## src/rtl/redirect_ctrl.sv

```systemverilog
// EX-stage branch/jump resolution and front-end redirect controller.
// Detects mispredictions, holds the redirect PC until fetch accepts it, then masks wrong-path EX results.
module redirect_ctrl #(
   parameter int unsigned XLEN          = 32,
   parameter int unsigned SHADOW_CYCLES = 2,
   parameter int unsigned CNT_W         = 16
) (
   input  logic             clk,
   input  logic             rst_n,
   input  logic             ex_valid,
   input  logic             ex_is_branch,
   input  logic             ex_is_jump,
   input  logic             ex_taken,
   input  logic             ex_pred_taken,
   input  logic [XLEN-1:0]  ex_pred_target,
   input  logic [XLEN-1:0]  ex_target,
   input  logic [XLEN-1:0]  ex_pc,
   input  logic             if_ready,
   output logic             flush,
   output logic             redirect_valid,
   output logic [XLEN-1:0]  redirect_pc,
   output logic             busy,
   output logic [CNT_W-1:0] branch_cnt,
   output logic [CNT_W-1:0] mispredict_cnt
);

   localparam int unsigned SHW = 4;

   typedef enum logic [1:0] {
      IDLE   = 2'd0,
      REDIR  = 2'd1,
      SHADOW = 2'd2
   } state_t;

   state_t         state;
   logic [SHW-1:0] shadow_cnt;

   logic            evaluate_c;
   logic            actual_taken_c;
   logic            mispredict_c;
   logic [XLEN-1:0] correct_pc_c;

   // Resolution logic; a jump flag dominates the branch direction
   always_comb begin
      evaluate_c     = ex_valid & (ex_is_branch | ex_is_jump) & (state == IDLE);
      actual_taken_c = ex_is_jump | ex_taken;
      mispredict_c   = evaluate_c &
                       ((actual_taken_c != ex_pred_taken) |
                        (actual_taken_c & ex_pred_taken & (ex_target != ex_pred_target)));
      correct_pc_c   = actual_taken_c ? ex_target : (ex_pc + XLEN'(4));
   end

   always_ff @(posedge clk or negedge rst_n) begin
      if (!rst_n) begin
         state          <= IDLE;
         shadow_cnt     <= '0;
         flush          <= 1'b0;
         redirect_valid <= 1'b0;
         redirect_pc    <= '0;
         busy           <= 1'b0;
         branch_cnt     <= '0;
         mispredict_cnt <= '0;
      end else begin
         flush <= 1'b0;
         case (state)
            IDLE: begin
               if (evaluate_c && (branch_cnt != '1))
                  branch_cnt <= branch_cnt + CNT_W'(1);
               if (mispredict_c) begin
                  if (mispredict_cnt != '1)
                     mispredict_cnt <= mispredict_cnt + CNT_W'(1);
                  state          <= REDIR;
                  redirect_pc    <= correct_pc_c;
                  redirect_valid <= 1'b1;
                  flush          <= 1'b1;
                  busy           <= 1'b1;
               end
            end
            REDIR: begin
               if (if_ready) begin
                  state          <= SHADOW;
                  shadow_cnt     <= SHW'(SHADOW_CYCLES - 1);
                  redirect_valid <= 1'b0;
               end
            end
            SHADOW: begin
               if (shadow_cnt == '0) begin
                  state <= IDLE;
                  busy  <= 1'b0;
               end else begin
                  shadow_cnt <= shadow_cnt - SHW'(1);
               end
            end
            default: begin
               state          <= IDLE;
               redirect_valid <= 1'b0;
               busy           <= 1'b0;
            end
         endcase
      end
   end

endmodule

```

## config.mk

```make
export PLATFORM = sky130hd
export DESIGN_NAME = redirect_ctrl
export DESIGN_NICKNAME = d
export VERILOG_FILES = /design/src/rtl/redirect_ctrl.sv
export SDC_FILE = /design/constraint.sdc
export NUM_CORES = 1
export LEC_CHECK = 0
export CAP_MARGIN = 40
export CORE_MARGIN = 10
export CORE_UTILIZATION = 47
export CTS_BUF_LIST = sky130_fd_sc_hd__clkbuf_16
export DETAILED_ROUTE_END_ITERATION = 6
export GPL_TIMING_DRIVEN = 0
export PLACE_DENSITY = 0.89
export RECOVER_POWER = 25
export SETUP_SLACK_MARGIN = 0.1
export SYNTH_ARGS = -nofsm -noshare
export SYNTH_HDL_FRONTEND = slang
export SYNTH_SLANG_ARGS = --single-unit
```

## constraint.sdc

```tcl
create_clock -name clk -period 5.3 [get_ports clk]
set_input_delay 0.795 -clock clk [delete_from_list [all_inputs] [get_ports clk]]
set_output_delay 0.795 -clock clk [all_outputs]
set_load 0.03 [all_outputs]
```

### Yosys cells after proc, flatten, opt, wreduce, memory -nomap -nowiden

Index checks and enable logic that the tools add are counted.

* multiplexer cells: 15
* reduce and logical (&&, ||, !) cells: 11
* bitwise operators: 10
* eq/ne operators: 10
* add/sub/neg operators: 4

Operators by type and width (number)
* 16-bit by 1-bit adder with 16-bit output (second input constant): 2
* 32-bit by 3-bit adder with 32-bit output (second input constant): 1
* 32-bit 2-to-1 mux: 1
* 16-bit != test (second input constant): 2
* 32-bit != test: 1
* 3-bit AND reduction: 5
* 4-bit 2-to-1 mux: 2
* 2-bit != test (second input constant): 4
* 4-bit case mux with 2 select lines: 1
* 2-bit 2-to-1 mux: 3
* 1-bit case mux with 3 select lines: 2
* 2-bit case mux with 3 select lines: 1
* 1-bit bitwise AND: 5
* 1-bit 2-to-1 mux: 5
* 4-bit zero test: 1
* 2-bit AND reduction: 2
* 4-bit by 1-bit subtractor with 4-bit output (second input constant): 1
* 1-bit OR: 3
* 2-bit by 1-bit equality test with 1-bit output (second input constant): 1
* 2-bit equality test (second input constant): 1
* 2-bit zero test: 1
* 1-bit NOT: 2
* 2-bit nonzero test: 1
* 1-bit logical AND: 1
* 1-bit != test: 1

* input bits: 104
* output and inout bits: 67
* bits in registers: 73

### Depth between registers and ports, before layout

Gate-level depths: netlist (run 1).

* depth after elaboration: 7
* gate-level depth with buffers: 10
* mapped depth without buffers: 8

### Worst setup path before layout (run 1)

No wires, ideal clock.

* path type: in2reg
* start point: in ex_taken
* end point: reg redirect_pc[20]
* setup time: 128 ps
* required time: 5172 ps
* data arrival time: 2644 ps
* path slack: 2528 ps
* stages: 9
* cell sequence: nor2_1 inv_1 clkbuf_1 ha_1 inv_1 a21oi_1 buf_2 buf_2 mux2_1

* longest elaborated chain between the ends: 6
* elaborated cells on any way between the ends: 8
* classes of those cells: eq/ne (1); mux (1); bitwise (5); reduce/logical (1)

Ends and longest elaborated chain
* start, declared: line 13 `input logic ex_taken,`
* 1-bit OR (*): line 46 `actual_taken_c = ex_is_jump | ex_taken;`
* 1-bit bitwise AND (2 in series): line 49 `(actual_taken_c & ex_pred_taken & (ex_target != ex_pred_target)));`
* 1-bit OR: line 48 `((actual_taken_c != ex_pred_taken) |`
* 1-bit bitwise AND: line 47 `mispredict_c = evaluate_c &`
* 2-bit AND reduction (no source line)
* end signal, assigned: line 73 `redirect_pc <= correct_pc_c;`
* end, declared: line 21 `output logic [XLEN-1:0] redirect_pc,`

Mark *: on every way between the ends. The rest lies on a longest branch, timed or not.
A chain may end at the register's enable or synchronous reset.

==> results of run 1 <==
==> state kept, by name, indices dropped and copies added (netlist names) <==
name and cells:
redirect_pc 32, branch_cnt 16, mispredict_cnt 16, shadow_cnt 4, state 2, busy 1
flush 1, redirect_valid 1
==> area by class of cell <==
cell class                      count  area, sq um
Multi-Input combinational cell    350         2360
Fill cell                         629         2430
Buffer                             15         66.3
Timing Repair Buffer              170         1690
Inverter                            7         26.3
Clock buffer                        9          225
Tap cell                          108          135
Clock inverter                      7         47.5
Sequential cell                    73         1830
==> cell families (layout without fill, tap and decap cells) <==
logic type | count (synthesis) | after routing | share of synthesized area [%]
simple gates | 180 | 180 | 21.8
xor+xnor | 89 | 89 | 18.2
flops | 73 | 73 | 42.7
compound gates | 47 | 47 | 6.03
mux | 29 | 29 | 7.63
buf+inv | 22 | 208 | 2.16
fa+ha+maj | 5 | 5 | 1.46
==> through the flow <==
step	worst slack, ns	std cells
finish	1.60	739
global route	0.920	739
CTS	1.59	739
detailed placement	1.26	723
global placement	0.972	722
floorplan	2.53	445
==> report_power, final <==
group          switching, mW  internal, mW
combinational          0.660         0.535
clock                  0.243         0.316
sequential             0.144         0.741
==> metal layers <==
metal  vias to the layer above  wire (microns)  GRT usage, %
li1                       1912               -             -
met1                      2019            5600          24.7
met2                       169            7240          36.9
met3                        29            1300          6.88
met4                         0             506          9.38
met5                         -               0             0
==> cell usage in the layout (no fill, tap or decap), types with 7 or more instances in the layout <==
| cell type | synthesis | final |
|---|---|---|
| a21oi_1 | 11 | 11 |
| clkdlybuf4s50_1 | 0 | 168 |
| nand4_1 | 18 | 18 |
| nand3_1 | 23 | 23 |
| o21ai_0 | 22 | 22 |
| xor2_1 | 49 | 49 |
| a31oi_1 | 7 | 7 |
| nor2_1 | 31 | 31 |
| buf_2 | 8 | 8 |
| nand2_1 | 60 | 60 |
| nor4_1 | 10 | 10 |
| clkbuf_1 | 6 | 8 |
| clkbuf_16 | 0 | 9 |
| inv_1 | 7 | 8 |
| dfrtp_1 | 73 | 73 |
| xnor2_1 | 40 | 40 |
| mux2_2 | 24 | 24 |
| and3_1 | 11 | 11 |
==> how the worst max path moves through the flow <==
stage	endpoint	slack, ns	startpoint
2_1_floorplan	redirect_pc[20]	2.53	ex_taken
3_3_place_gp	branch_cnt[15]	0.97	rst_n
3_5_place_dp	mispredict_cnt[4]	1.26	ex_is_jump
4_1_cts	redirect_pc[20]	1.59	ex_is_jump
5_1_grt	redirect_pc[18]	0.92	rst_n
6_report	branch_cnt[1]	1.60	rst_n
==> metrics.cfg, run 1 <==
[run_status]
status = complete, but fails checks
violations = max-capacitance violations, max-slew violations

[synth]
synthTopCellsByArea = dfrtp_1 43%, xor2_1 10%, xnor2_1 8.2%, mux2_2 6.3%, nand2_1 5.3%
synth_cell_types = 37
synth_top_area_share_pct = 42.7
yosysSeqAreaShare_pct = 42.7
synthesis.instances = 445
syn_area_sq_mm = 0.00428
synth_top_area_cell = dfrtp_1
synth_most_common_cell = dfrtp_1
synth_fp_nets = 554
synth_commonest_cells = 73 x dfrtp_1, 60 x nand2_1, 49 x xor2_1
synth-async-reset-ratio_pct = 100
ys_ff_latch = 73
synth_area_per_cell_sq_um = 9.61
synth_edf_count = 0
synth.yosys.warnings = 0
ys.flop_type = dfrtp_1

[sta]
period_needed_ns = 3.70
rsz0062_at_grt = no
max_freq_mhz = 270
fin_skew_ns = 0.00696
holdWs_ns = 0.476
hold_viol_final = 0
drv_slew = 76
finalSetupViolCount = 0
setup_tns_ns = 0
post-route-period-util_pct = 69.9
worst_slew_pin_slew_ns = 2.04
relSlewSlack_pct = -35.7

[floorplan]
initial_core_util_pct = 48.6
die_height_microns = 115
die_area_sq_mm = 0.0133
core-area_sq_mm = 0.00881
die_w_microns = 115
rows = 34
ios = 171

[worst_setup_path]
path_cells = clkbuf_1 > clkbuf_1
crit_slowest_cell = clkbuf_1
cp.arrival_ns = 3.75
regToRegEndpoint = redirect_pc[20]
rrSetupSlack_ns = 3.09
critPathTopFamily = buffers and inverters
r2r-start = state[1]
path_class = primary input to asynchronous set/reset pin
critical_path.most_common_cell = clkbuf_1
path_buf_inv = 2
required_ns = 5.35
crit_fanout = 39
cp_num_cells = 2
critPathMaxStageDelay_ns = 1.50
ff2ff_path_depth = 6
critPathLaunchType = primary input
end_kind = asynchronous set/reset pin

[hold_path]
min_path_type = flip-flop to flip-flop
hp-start = busy
hold_end = busy
hold_depth = 1

[layout]
final_area_sq_mm = 0.00637
final_core_util_pct = 72.4
antennaDiodeCount = 0
fin_nets = 735
drive_above_1_share_pct = 9.19
syn_to_final_growth_pct = 49.0

[global_route]
antenna_found_initial = 0
grt_pass1_wl_microns = 22800
grt_max_degree = 40
grt_overflow = 0
grt_usage_pct = 21.7
first_global_vias = 4292

[drt]
first_pass_iters = 5
drt_iter0_markers = 211
wl_per_cell_microns = 19.8
drc = 0
vias = 4129
vias_per_cell = 5.59
wirelength_microns = 14600
drtAntennaViolNets = 0

[clock_network]
insertion_delay_ns = 0.33
postCtsSetupBuffers = 0
cts.clk_slew.worst_paths_ns = 0.06
cts_resized = 0
cts_sinks = 73
cts_buffer_depth = 2
cts_tree = yes
root_buffer = clkbuf_16
htreeDepth = 3
numCtsBuffers = 9
ctsHoldBuffers = 0

[power_and_ir_drop]
p_per_area_mw_per_mm2 = 414
ir_worst_vdd_mv = 0.324
power_leakage_nw = 2.62
power_mw = 2.64

[flow_run]
drv_cap = 2

[placed_design]
dp_hpwl_microns = 12000
place_congestion = 0.957
dpl-instance-area_sq_mm = 0.00612
port_buffers = 169

No activity file was read; power rests on OpenSTA's default activity.
==> run 2, diff against run 1 <==
CORE_UTILIZATION = 40   (was 47)
PLACE_DENSITY = 0.81   (was 0.89)
clock period = 3.35 ns   (was 5.3 ns; I/O delays follow)
==> run 2 against run 1 <==
  * The run now ends clean
  * Clock skew fell by 0.0023 ns
  * Flip-flop and latch count did not move
  * Clock-buffer cell count did not move
  * Combinational power rose by 56%
  * Hold slack got worse by 0.18 ns
  * Global-route usage fell by 3.3 points
  * Design area rose by 0.71%
  * Sequential share of layout area fell by 0.20 points
  * Clock power rose by 58%
  * Critical path type is now primary input to flip-flop
  * Critical endpoint is now redirect_pc[20]
  * Largest cell class unchanged
  * Largest power group unchanged
==> metrics.cfg, run 2 (same netlist as run 1, synthesis figures left out) <==
[worst_setup_path]
path_cells = clkdlybuf4s50_1 > nor2_4 > inv_1 > clkbuf_1 > ha_1 > inv_1 > a21oi_1 > buf_2 > buf_2 > mux2_1
path_class = primary input to flip-flop
end_kind = flip-flop
critPathLaunchType = primary input
crit_slowest_cell = clkdlybuf4s50_1
cp.arrival_ns = 3.15  ; -0.60 ns
critPathMaxStageDelay_ns = 0.44  ; -1.06 ns
path_buf_inv = 6  ; +4
required_ns = 3.55  ; -1.80 ns
critPathTopFamily = buffers and inverters
crit_fanout = 10  ; -74%

[floorplan]
initial_core_util_pct = 41.3  ; -7.3 points
ios = 171  ; unchanged
die_height_microns = 123  ; +6.9%
die_w_microns = 123  ; +6.9%
die_area_sq_mm = 0.0152  ; +14%
rows = 37  ; +8.8%
core-area_sq_mm = 0.0104  ; +18%

[global_route]
grt_pass1_wl_microns = 22100  ; -3.1%
antenna_found_initial = 0  ; unchanged
grt_overflow = 0  ; unchanged
grt_usage_pct = 18.4  ; -3.3 points
first_global_vias = 4250  ; -0.98%
grt_max_degree = 60  ; +50%

[drt]
wl_per_cell_microns = 18.3  ; -7.6%
drt_iter0_markers = 259  ; +23%
drtAntennaViolNets = 0  ; unchanged
vias_per_cell = 5.18  ; -7.2%
vias = 3976  ; -3.7%
wirelength_microns = 14100  ; -4.1%
first_pass_iters = 4  ; -1
drc = 0  ; unchanged

[layout]
final_common_cell = clkdlybuf4s50_1
top_register = redirect_pc
reg_top3 = redirect_pc x32, branch_cnt x16, mispredict_cnt x16
layout_common_cells = 168 x clkdlybuf4s50_1, 73 x dfrtp_1, 60 x nand2_1
fin_nets = 735  ; unchanged
largest_reg_flops = 32  ; unchanged
drive_above_1_share_pct = 9.67  ; +0.48 points
syn_to_final_growth_pct = 50.1
final_area_sq_mm = 0.00642  ; +0.71%
antennaDiodeCount = 0  ; unchanged

[sta]
fin_skew_ns = 0.00465  ; -0.00232 ns
worst_slew_pin_slew_ns = 1.42  ; -0.617 ns
finalSetupViolCount = 0  ; unchanged
max_freq_mhz = 339
post-route-period-util_pct = 88.0
setup_ws_ns = 0.401  ; -1.20 ns
rsz0062_at_grt = no
relSlewSlack_pct = 5.47  ; +41 points
hold_viol_final = 0  ; unchanged
drv_slew = 0  ; -100%
period_needed_ns = 2.95

[power_and_ir_drop]
p_per_area_mw_per_mm2 = 646  ; +56%
ir_worst_vdd_mv = 0.379  ; +17%
power_leakage_nw = 2.63  ; +0.27%

[placed_design]
port_buffers = 169  ; unchanged
dpl-instance-area_sq_mm = 0.00616  ; +0.69%
dp_hpwl_microns = 11600  ; -3.3%
dp_slack_ns = -0.328  ; -1.58 ns
place_congestion = 0.855  ; -11%

[run_status]
status = complete, no violations

[clock_network]
root_buffer = clkbuf_16
cts_sinks = 73  ; unchanged
numCtsBuffers = 9  ; unchanged
ctsHoldBuffers = 0  ; unchanged
insertion_delay_ns = 0.32  ; about the same
htreeDepth = 3  ; unchanged
cts.clk_slew.worst_paths_ns = 0.06  ; about the same
cts_tree = yes
cts_buffer_depth = 2  ; unchanged

[hold_path]
min_path_type = primary input to asynchronous set/reset pin

[flow_run]
drv_cap = 0  ; -2

## run 2: changes by cell type in the layout (fill, tap and decap cells not counted), sizes merged
cell and delta:
buf -1, clkbuf +1
## run 2: repair_timing
action | 4_1_cts | 5_1_grt
buffers inserted | 0 | 0
endpoints found under the hold margin | 0 | 0
gates resized for setup | 1 | 2
pin swaps | 0 | 0
setup endpoints to repair | 11 | 8
## run 2: area by class of cell
class	count	area (sq um)
Sequential cell	73	1830
Fill cell	893	3950
Buffer	15	67.6
Inverter	7	26.3
Timing Repair Buffer	170	1690
Multi-Input combinational cell	350	2370
Clock inverter	7	47.5
Clock buffer	9	225
Tap cell	136	170
## run 2: final timing paths
| path | start | end | slack [ns] | cells past startpoint |
|---|---|---|---|---|
| worst max-delay path | ex_taken | redirect_pc[20] | 0.40 | 10 |
| worst min-delay path | rst_n | redirect_pc[26] | 0.30 | 1 |
| worst max register to register | state[1] | redirect_pc[20] | 1.23 | 6 |
| worst min register to register | busy | busy | 0.48 | 1 |
| max in group asynchronous | rst_n | redirect_pc[0] | 1.13 | 2 |
| min in group clk | busy | busy | 0.48 | 1 |
## run 2: worst reg2reg max path, delay by kind of cell, from the launching register on
| family | cells | cell delay (ns) |
|---|---|---|
| AND/OR/NAND/NOR | 1 | 0.13 |
| buffers and inverters | 2 | 0.56 |
| AO/OA/AOI/OAI | 2 | 0.53 |
| flip-flops | 1 | 0.44 |
| multiplexers | 1 | 0.34 |
## run 2: stage by stage
stage	utilization, %	power, mW	setup TNS (ns)	cells	hold slack [ns]
after detailed placement	59.4	3.30	-8.09	751	0.395
after global routing	61.9	4.38	0	767	0.349
after CTS	62.1	4.19	0	767	0.0479
after global placement	59.2	3.24	-65.94	750	0.463
final	61.9	4.14	0	767	0.301
after floorplan	-	2.38	0	445	0.207
## run 2: metal layers
metal	vias up	part of all wire (%)	GRT usage, %
met2	121	50	32.1
met5	-	0	0
met1	1937	41	21.6
met3	8	8.5	5.47
li1	1910	-	-
met4	0	1.2	5.17
## run 2: where the power goes
part	internal (mW)	switching, mW
Sequential	1.17	0.217
Clock	0.500	0.381
Combinational	0.847	1.03
Total	2.52	1.62
